<file path="config.mk">
export PLATFORM = sky130hd
export DESIGN_NAME = io_bus_responder
export DESIGN_NICKNAME = d
export VERILOG_FILES = /design/src/rtl/io_resp_pkg.sv /design/src/rtl/io_resp_fifo.sv /design/src/rtl/io_bus_responder.sv
export SDC_FILE = /design/constraint.sdc
export NUM_CORES = 1
export LEC_CHECK = 0
export ABC_CLOCK_PERIOD_IN_PS = 8200
export CORE_ASPECT_RATIO = 1.75
export CORE_MARGIN = 2
export CORE_UTILIZATION = 55
export DETAILED_ROUTE_END_ITERATION = 8
export GPL_TIMING_DRIVEN = 1
export PLACE_DENSITY = 0.76
export SETUP_SLACK_MARGIN = 0.1
export SYNTH_ARGS = -nofsm -noshare
export SYNTH_HDL_FRONTEND = slang
export SYNTH_SLANG_ARGS = --single-unit
</file>
<file path="constraint.sdc">
create_clock -name clk -period 8.2 [get_ports clk]
set_input_delay 2.05 -clock clk [delete_from_list [all_inputs] [get_ports clk]]
set_output_delay 2.05 -clock clk [all_outputs]
set_load 0.02 [all_outputs]
</file>
<file path="src/rtl/io_resp_pkg.sv">
// Shared definitions for the io_bus_responder slice: register map, field positions, reset values.
// The IRQ mask fields only take effect when IO_RESP_IRQ_EN is defined.
package io_resp_pkg;

  typedef enum logic [1:0] {
    REG_DATA   = 2'd0,
    REG_STATUS = 2'd1,
    REG_CTRL   = 2'd2,
    REG_ERR    = 2'd3
  } reg_sel_e;

  // CTRL layout, bit 4 down to bit 0.
  typedef struct packed {
    logic mask_tx_empty;
    logic mask_rx_avail;
    logic tx_flush;
    logic rx_flush;
    logic tx_en;
  } ctrl_t;

  localparam int STATUS_TX_FULL    = 0;
  localparam int STATUS_RX_EMPTY   = 1;
  localparam int STATUS_TX_CNT_LSB = 8;
  localparam int STATUS_RX_CNT_LSB = 16;
  localparam int STATUS_CNT_W      = 8;

  localparam int ERR_TX_OVF = 0;
  localparam int ERR_RX_UDF = 1;
  localparam int ERR_W      = 2;

  localparam ctrl_t             CTRL_RESET = '0;
  localparam logic [ERR_W-1:0]  ERR_RESET  = '0;

endpackage

</file>
<file path="src/rtl/io_resp_fifo.sv">
// Synchronous FIFO with flush and a fall-through head when empty, so that a
// push and a pop in the same cycle on an empty FIFO hand the pushed word straight to the reader.
module io_resp_fifo #(
  parameter  int DW         = 32,
  parameter  int FIFO_DEPTH = 8,
  localparam int AW         = $clog2(FIFO_DEPTH),
  localparam int CW         = AW + 1
) (
  input  logic          clk,
  input  logic          reset,
  input  logic          push,
  input  logic [DW-1:0] push_data,
  input  logic          pop,
  input  logic          flush,
  output logic [DW-1:0] head,
  output logic          full,
  output logic          empty,
  output logic [CW-1:0] count
);

  logic [DW-1:0] mem [FIFO_DEPTH];
  logic [AW-1:0] wr_ptr;
  logic [AW-1:0] rd_ptr;
  logic          do_push;
  logic          do_pop;

  assign full  = (count == CW'(FIFO_DEPTH));
  assign empty = (count == '0);

  // A full FIFO still accepts a push when a pop frees the slot in the same cycle, and vice versa.
  assign do_push = push & (~full | pop);
  assign do_pop  = pop & (~empty | push);

  assign head = empty ? push_data : mem[rd_ptr];

  // NOTE: state updates use non-blocking assignments so every register samples pre-edge values.
  always_ff @(posedge clk or negedge reset) begin
    if (!reset) begin
      wr_ptr <= '0;
      rd_ptr <= '0;
      count  <= '0;
    end else if (flush) begin
      wr_ptr <= '0;
      rd_ptr <= '0;
      count  <= '0;
    end else begin
      if (do_push) wr_ptr <= wr_ptr + AW'(1);
      if (do_pop)  rd_ptr <= rd_ptr + AW'(1);
      case ({do_push, do_pop})
        2'b10:   count <= count + CW'(1);
        2'b01:   count <= count - CW'(1);
        default: count <= count;
      endcase
    end
  end

  // NOTE: storage has no reset; validity is tracked by count and pointers alone.
  always_ff @(posedge clk) begin
    if (do_push && !flush) mem[wr_ptr] <= push_data;
  end

endmodule

</file>
<file path="src/rtl/io_bus_responder.sv">
// Memory-mapped I/O responder on the CPU external bus: 16-byte register window with TX/RX FIFOs.
// Define IO_RESP_IRQ_EN to add the irq output and the CTRL interrupt mask bits.
module io_bus_responder
  import io_resp_pkg::*;
#(
  parameter logic [31:0] BASE_ADDR  = 32'hFFFF_FF00,
  parameter int          FIFO_DEPTH = 8,
  parameter int          DW         = 32
) (
  input  logic          clk,
  input  logic          reset,
  input  logic [31:0]   ADR,
  input  logic [DW-1:0] DIN,
  output logic [DW-1:0] DOUT,
  input  logic          wr_en,
  input  logic          rd_en,
  output logic          hit_o,
  output logic [DW-1:0] tx_data,
  output logic          tx_valid,
  input  logic          tx_ready,
  input  logic [DW-1:0] rx_data,
  input  logic          rx_valid,
  output logic          rx_ready
`ifdef IO_RESP_IRQ_EN
  ,
  output logic          irq
`endif
);

  localparam int CW = $clog2(FIFO_DEPTH) + 1;

  logic             hit;
  reg_sel_e         sel;
  logic             cpu_wr;
  logic             cpu_rd;
  ctrl_t            ctrl;
  ctrl_t            ctrl_wdata;
  logic [ERR_W-1:0] err;
  logic [ERR_W-1:0] err_evt;
  logic [DW-1:0]    rd_data;

  logic          tx_push, tx_pop, tx_full, tx_empty;
  logic [CW-1:0] tx_cnt;
  logic          rx_push, rx_pop, rx_full, rx_empty;
  logic [CW-1:0] rx_cnt;
  logic [DW-1:0] rx_head;
  logic          tx_ovf_evt, rx_udf_evt, err_clr;
  logic          unused_bits;

  assign hit = (ADR[31:4] == BASE_ADDR[31:4]);
  assign sel = reg_sel_e'(ADR[3:2]);

  // A simultaneous read and write is treated as a write only.
  assign cpu_wr = wr_en & hit;
  assign cpu_rd = rd_en & ~wr_en & hit;

  assign tx_push  = cpu_wr & (sel == REG_DATA);
  assign tx_valid = ~tx_empty & ctrl.tx_en;
  assign tx_pop   = tx_valid & tx_ready;

  assign rx_ready = ~rx_full;
  assign rx_push  = rx_valid & rx_ready;
  assign rx_pop   = cpu_rd & (sel == REG_DATA);

  assign tx_ovf_evt = tx_push & tx_full & ~tx_pop;
  assign rx_udf_evt = rx_pop & rx_empty & ~rx_push;
  assign err_evt    = {rx_udf_evt, tx_ovf_evt};
  assign err_clr    = cpu_rd & (sel == REG_ERR);

  assign unused_bits = &{1'b0, ADR[1:0], DIN[DW-1:5]};

  io_resp_fifo #(.DW(DW), .FIFO_DEPTH(FIFO_DEPTH)) u_tx_fifo (
    .clk       (clk),
    .reset     (reset),
    .push      (tx_push),
    .push_data (DIN),
    .pop       (tx_pop),
    .flush     (ctrl.tx_flush),
    .head      (tx_data),
    .full      (tx_full),
    .empty     (tx_empty),
    .count     (tx_cnt)
  );

  io_resp_fifo #(.DW(DW), .FIFO_DEPTH(FIFO_DEPTH)) u_rx_fifo (
    .clk       (clk),
    .reset     (reset),
    .push      (rx_push),
    .push_data (rx_data),
    .pop       (rx_pop),
    .flush     (ctrl.rx_flush),
    .head      (rx_head),
    .full      (rx_full),
    .empty     (rx_empty),
    .count     (rx_cnt)
  );

  always_comb begin
    ctrl_wdata = ctrl_t'(DIN[4:0]);
`ifndef IO_RESP_IRQ_EN
    ctrl_wdata.mask_tx_empty = 1'b0;
    ctrl_wdata.mask_rx_avail = 1'b0;
`endif
  end

  // NOTE: every output of a combinational block gets a default first so no latch is inferred.
  always_comb begin
    rd_data = '0;
    case (sel)
      REG_DATA:   rd_data = rx_udf_evt ? '0 : rx_head;
      REG_STATUS: begin
        rd_data[STATUS_RX_CNT_LSB +: STATUS_CNT_W] = STATUS_CNT_W'(rx_cnt);
        rd_data[STATUS_TX_CNT_LSB +: STATUS_CNT_W] = STATUS_CNT_W'(tx_cnt);
        rd_data[STATUS_RX_EMPTY]                   = rx_empty;
        rd_data[STATUS_TX_FULL]                    = tx_full;
      end
      REG_CTRL:   rd_data[4:0] = ctrl;
      REG_ERR:    rd_data[ERR_W-1:0] = err;
      default:    rd_data = '0;
    endcase
  end

  always_ff @(posedge clk or negedge reset) begin
    if (!reset) begin
      DOUT  <= '0;
      hit_o <= 1'b0;
    end else if (rd_en && !wr_en) begin
      hit_o <= hit;
      if (hit) DOUT <= rd_data;
    end
  end

  // Flush bits are one-cycle pulses unless rewritten.
  always_ff @(posedge clk or negedge reset) begin
    if (!reset) begin
      ctrl <= CTRL_RESET;
    end else if (cpu_wr && sel == REG_CTRL) begin
      ctrl <= ctrl_wdata;
    end else begin
      ctrl.tx_flush <= 1'b0;
      ctrl.rx_flush <= 1'b0;
    end
  end

  // Clear-on-read, but an event in the clearing cycle is kept.
  always_ff @(posedge clk or negedge reset) begin
    if (!reset) err <= ERR_RESET;
    else        err <= (err_clr ? '0 : err) | err_evt;
  end

`ifdef IO_RESP_IRQ_EN
  always_ff @(posedge clk or negedge reset) begin
    if (!reset) irq <= 1'b0;
    else        irq <= (ctrl.mask_rx_avail & ~rx_empty)
                     | (ctrl.mask_tx_empty & (tx_cnt == '0))
                     | (|err);
  end
`endif

endmodule
</file>
After elaboration in Yosys (flattened, before gate mapping). Memories as Yosys holds them, arrays and structs flattened. Cells that the tools add are included.

Flip-flop bits (word level): 58. RAM bits: 512. Input port bits: 102. Word-level logic and storage cells: 104. Memories: 2.

Memories: u_rx_fifo.mem (words 8, width 32, read ports 1, clocked after memory_dff 0, write ports 1, line io_resp_fifo.sv:21) `logic [DW-1:0] mem [FIFO_DEPTH];`; u_tx_fifo.mem (words 8, width 32, read ports 1, clocked after memory_dff 0, write ports 1, line io_resp_fifo.sv:21).

Add/sub/neg operators: 8. Equality and inequality tests: 10. Mux-type cells: 26. Bitwise logic cells: 29. Reduce and logical (&&, ||, !) cells: 17.

Operators with widths (number): $mux W32 (3); $pmux W16 S2 (1); $eq A28 B28 Y1 const B (1); $mux W3 (9); $and A1 B1 Y1 (17); $pmux W4 S2 (2); $add A3 B1 Y3 const B (4); $add A4 B1 Y4 const B (2); $eq A2 B2 Y1 const B (4); $eq A4 B4 Y1 const B (2); $logic_not A4 Y1 (2); $mux W4 (2); $mux W8 (1); $pmux W2 S4 (1); $reduce_bool A2 Y1 (4); $sub A4 B1 Y4 const B (2); $not A1 Y1 (7); $eq A2 B1 Y1 const B (3); $pmux W3 S2 (1); $reduce_bool A3 Y1 (2); $logic_and A1 B1 Y1 (4); $mux W1 (4); $mux W2 (2); $or A1 B1 Y1 (4); 4 further kinds (6).

Longest topological paths before layout.
Depth in word-level cells: 9. Gate-level depth with buffers: 11. Depth with buffers taken out: 11.

Hierarchy. Synthesis repeated with hierarchy kept, for this count alone.

Cells, all modules: 1420. Area, all modules: 23433.7 um^2.

By module, submodules not included: io_resp_fifo at u_rx_fifo (times used 1, cells each 623, area an instance 10774.1 um^2, sequential area each 7937.6 um^2); io_resp_fifo at u_tx_fifo (times used 1, cells each 624, area an instance 10760.3 um^2, sequential area each 7937.6 um^2); io_bus_responder (times used 1, cells each 173, area an instance 1899.3 um^2, sequential area each 950.9 um^2).

Least setup slack after synthesis. Ideal clock, no wire load.

Kind: input-to-reg. Start point: in ADR[5]. End point: mem u_tx_fifo.mem[5][0], enable pin. Data arrival time: 6.775 ns. Required time: 7.687 ns. Path slack: 0.912 ns. Stages: 6. Buffers on the path: 1. Cells stage by stage: or4b_4 > nor4_4 > and4_1 > clkbuf_1 > nand2_1 > nor4b_1.

Word-level cells in the longest chain between the ends: 7.

RTL lines: from (decl) (line io_bus_responder.sv:12) `input logic [31:0] ADR,`; $eq A28 B28 Y1 (line io_bus_responder.sv:50) `assign hit = (ADR[31:4] == BASE_ADDR[31:4]);`; $and A1 B1 Y1 (line io_bus_responder.sv:54) `assign cpu_wr = wr_en & hit;`; $and A1 B1 Y1 (line io_bus_responder.sv:57) `assign tx_push = cpu_wr & (sel == REG_DATA);`; $and A1 B1 Y1 (line io_resp_fifo.sv:31) `assign do_push = push & (~full | pop);`; $logic_and A1 B1 Y1 (line io_resp_fifo.sv:59) `if (do_push && !flush) mem[wr_ptr] <= push_data;`; $mux W1 (line io_resp_fifo.sv:59); $mux W1 (not written as such) (line io_resp_fifo.sv:59); to (decl) (line io_resp_fifo.sv:21).

No other way between the ends.

Worst setup path after layout.
Start point: reg u_tx_fifo.rd_ptr[0]. End point: out tx_data[27].

Word-level cells in the longest chain between the ends: 2.

RTL lines: from (decl) (line io_resp_fifo.sv:23) `logic [AW-1:0] rd_ptr;`; from (signal assigned) (line io_resp_fifo.sv:48) `if (do_pop) rd_ptr <= rd_ptr + AW'(1);`; $mem_v2 Z8 W32; $mux W32 (line io_resp_fifo.sv:34) `assign head = empty ? push_data : mem[rd_ptr];`; to (decl) (line io_bus_responder.sv:18) `output logic [DW-1:0] tx_data,`.

No other way between the ends.

==> impl_results.md <==
* Status: completed
* Ys flop type: edfxtp_1
* CP top delay family: buffers and inverters
* Die area at approximately 43000 um^2
* Clk_skew at 0.0204 ns
* Crit. End Element: primary output
* Clk pin slew, worst setup/hold paths at about 0.06 ns
* # rows at 98
* DP HPWL at approximately 26000 um
* Fmax at between 0.15 and 0.2 GHz
* Cell Pwr Density at ~230 nW/um^2
* ANT nets after route at 0
* Fin crit period at 5.69 ns
* WP data required at about 6.2 ns
* Clock H-tree levels at 2
* Initial core utilization at a little under three fifths
* Dominant cells by area after synthesis: edfxtp_1 (68%), mux4_2 (13%), dfrtp_1 (6.4%)
* Avg Inst Size Synth at 18.9 um^2
* Hold Buf Count CTS at 0
* Hold Crit Start: DOUT[22]
* First-pass GRT wire length at between 70000 and 80000 um
* Worst-Margin Slew at between 0.9 and 1 ns
* Seq/Total Area, Yosys at about three quarters
* WHS at approximately 0.5 ns
* Die Height at roughly 270 um
* WP buf/inv at 2
* Max-cap violations at 0
* Die Wd at 157 um
* Number of synthesized flops with an enable pin at ~510
* Total GRT Usage at approximately 22%
* Cell Area, Synth at between 20000 and 25000 um^2
* Worst stage delay on the critical path at 0.95 ns
* Post-DP Area at 25000 um^2
* Clock network power share at 37.5%
* Area added between synthesis and finish at 17.9%
* Leakage power at 0.00863 uW
* Core footprint at approximately 40000 um^2
* Largest net degree at the start of global routing at approximately 70
* CP Class: flip-flop to primary output
* RSZ-0062 raised after global routing: false
* Pins over their slew limit at 0
* Post-synth net total at around 1300
* Tightest Hold Check Type: flip-flop to flip-flop
* Yosys Warn Count at 0
* CP max FO at 39
* NetSw at between 1000 and 1500 uW
* CTS root buf: clkbuf_16
* Worst EP arrival at between 3 and 4 ns
* Library cells used by synthesis at 48
* CTS Buffer Depth at 3
* Setup WS pre-CTS at about 2.4 ns
* DR DRC count at 0
* Top-area cell type share of the netlist area at roughly two thirds
* Fillers at 2770
* 1st-pass router iterations at 5
* Layout cells sized above 1 at between 10% and 20%
* Worst reg-to-reg path cell count at 9
* Flop pwr share at 54.8%
* FF+latch count, synth at 570
* Reg2reg setup slack at roughly 4.8 ns
* Setup_tns at 0 ns
* Fin worst setup slack at 2.51 ns
* Starting DRT DRC Count at 747
* Final setup fails at 0
* # clock sinks at 570
* Post-Route WL at ~46000 um
* Post-synthesis async set-or-reset flop share at 10.2%
* CTS resizes at 0
* Hold endpoint: DOUT[22]
* Cells after Synth at 1200
* Crit-path slowest cell: dfrtp_4
* Port Buffers at around 170
* CP cell instances: buf_4 -> mux4_2 -> mux2i_1 -> o21ai_0 -> clkdlybuf4s50_1
* Int Power at between 4000 and 5000 uW
* GR Overflow Total at 0
* CTS tree: yes
* DR WL/cell at about 23 um
* Slew Limit Headroom at 39.2%
* Most frequent cells in the layout: edfxtp_1 (512), clkdlybuf4s50_1 (165), mux4_2 (128), nand2_1 (115), mux2i_1 (71)
* Sw frac at between 20% and 30%
* Fin crit share at ~70%
* Via/cell ratio at between 5 and 6
* Initial antenna violation count at 3
* Vias in the first global route at 12127
* Fin. Hold Viols at 0
* Final nets at between 1000 and 1500
* Largest area contributor in the netlist: edfxtp_1
* Hold Path Cell Cnt at 2
* Routed vias at 11490
* Clock Latency Late Sink at roughly 0.57 ns
* I/O Pins at around 170
* Post-CTS Setup Inserts at 0
* Num CTS Buffers at 48
* Crit Reg-Reg Startpoint: u_rx_fifo.count[2]
* Total power at 6250 uW
* Commonest non-fill, non-tap cell in the layout: edfxtp_1
* Maximum VDD drop at between 200 and 300 uV
* Reg-to-Reg End: u_rx_fifo.count[3]
* Gpl congestion at between 0.7 and 0.8
* Logic pwr share at just under 8%
* Finished Cell Area at about 27000 um^2
* Startpoint Class: flip-flop
[cells in the mapped netlist (3+ instances only)]
library cell / n
edfxtp_1: 512
mux4_2: 128
nand2_1: 115
mux2i_1: 71
o21ai_0: 64
dfrtp_1: 58
nor2_1: 50
clkbuf_1: 39
o21ai_1: 30
buf_1: 20
a21oi_1: 18
ha_1: 8
nand4_1: 6
xor2_1: 6
nor4_1: 5
nor4b_1: 5
xnor2_1: 5
buf_2: 4
mux2_2: 4
nor2b_1: 4
nor3_1: 4
buf_6: 3
inv_1: 3
nand2b_1: 3
nand3b_1: 3
[power by group through the flow]
stage | Sequential [uW] | Clock [uW] | Combinational [uW]
6_report | 3420 | 2340 | 484
5_1_grt | 3430 | 2490 | 528
4_1_cts | 3420 | 2390 | 493
3_5_place_dp | 3480 | 0 | 490
3_3_place_gp | 3470 | 0 | 480
2_1_floorplan | 3470 | 0 | 252
[registers in the layout (all words and copies together), names as in the netlist]
| signal | flops |
|---|---|
| u_rx_fifo.mem | 256 |
| err | 2 |
| u_tx_fifo.wr_ptr | 3 |
| u_tx_fifo.mem | 256 |
| u_rx_fifo.rd_ptr | 3 |
| hit_o | 1 |
| u_rx_fifo.wr_ptr | 3 |
| u_rx_fifo.count | 4 |
| DOUT | 32 |
| ctrl | 3 |
| u_tx_fifo.rd_ptr | 3 |
| u_tx_fifo.count | 4 |
[tightest hold or removal path, delay by kind of cell (launching register included)]
kind / cells / cell delay [ns]
DFF: 1 / 0.34
AOI/OAI and AO/OA: 1 / 0.06
and+or+nand+nor: 1 / 0.05
[cell families (layout without fill, tap and decap cells)]
group | after synthesis | count (layout) | synth area share, %
fa+ha+maj | 10 | 10 | 0.619
compound gates | 123 | 123 | 2.86
simple gates | 214 | 214 | 4.37
mux | 203 | 203 | 16.1
buf+inv | 69 | 286 | 1.27
flops | 570 | 570 | 74.4
xor+xnor | 11 | 11 | 0.426
other cells | 0 | 1 | 0
[area by class of cell]
cell class	count	area, um^2	area share [%]
Sequential cell	570	16800	63.1
Multi-Input combinational cell	561	5630	21.1
Timing Repair Buffer	194	1870	7.00
Clock buffer	63	1340	5.02
Tap cell	550	688	2.58
Clock inverter	26	302	1.13
Inverter	3	11.3	0.0422
Antenna cell	1	2.50	0.00938
[per-stage QoR]
step                instances  util, %
floorplan                1200        -
global placement         1878     61.5
detailed placement       1878     61.5
CTS                      1967     65.5
global route             1967     65.5
finish                   1968     65.5
[worst max path at each step]
stage                                   start                  end  slack [ns]  cells past startpoint
after floorplan                        ADR[5]  u_tx_fifo.mem[5][0]        0.91                      6
after global placement                ADR[11]   u_rx_fifo.count[3]        2.39                     11
after global routing      u_tx_fifo.rd_ptr[0]          tx_data[26]        2.22                      5
final                     u_tx_fifo.rd_ptr[0]          tx_data[27]        2.51                      5
after detailed placement              ADR[11]   u_rx_fifo.count[3]        2.39                     11
after CTS                 u_tx_fifo.rd_ptr[0]          tx_data[26]        2.38                      5
[layer usage]
layer  up-vias  share of wire (%)  global-route usage (%)
li1       5143                  -                       -
met1      5937                 38                    26.4
met2       342                 54                    40.5
met3        62                5.4                    3.71
met4         6                1.7                    5.31
met5         -              0.080                       0
(Power assumes the default switching activity.)
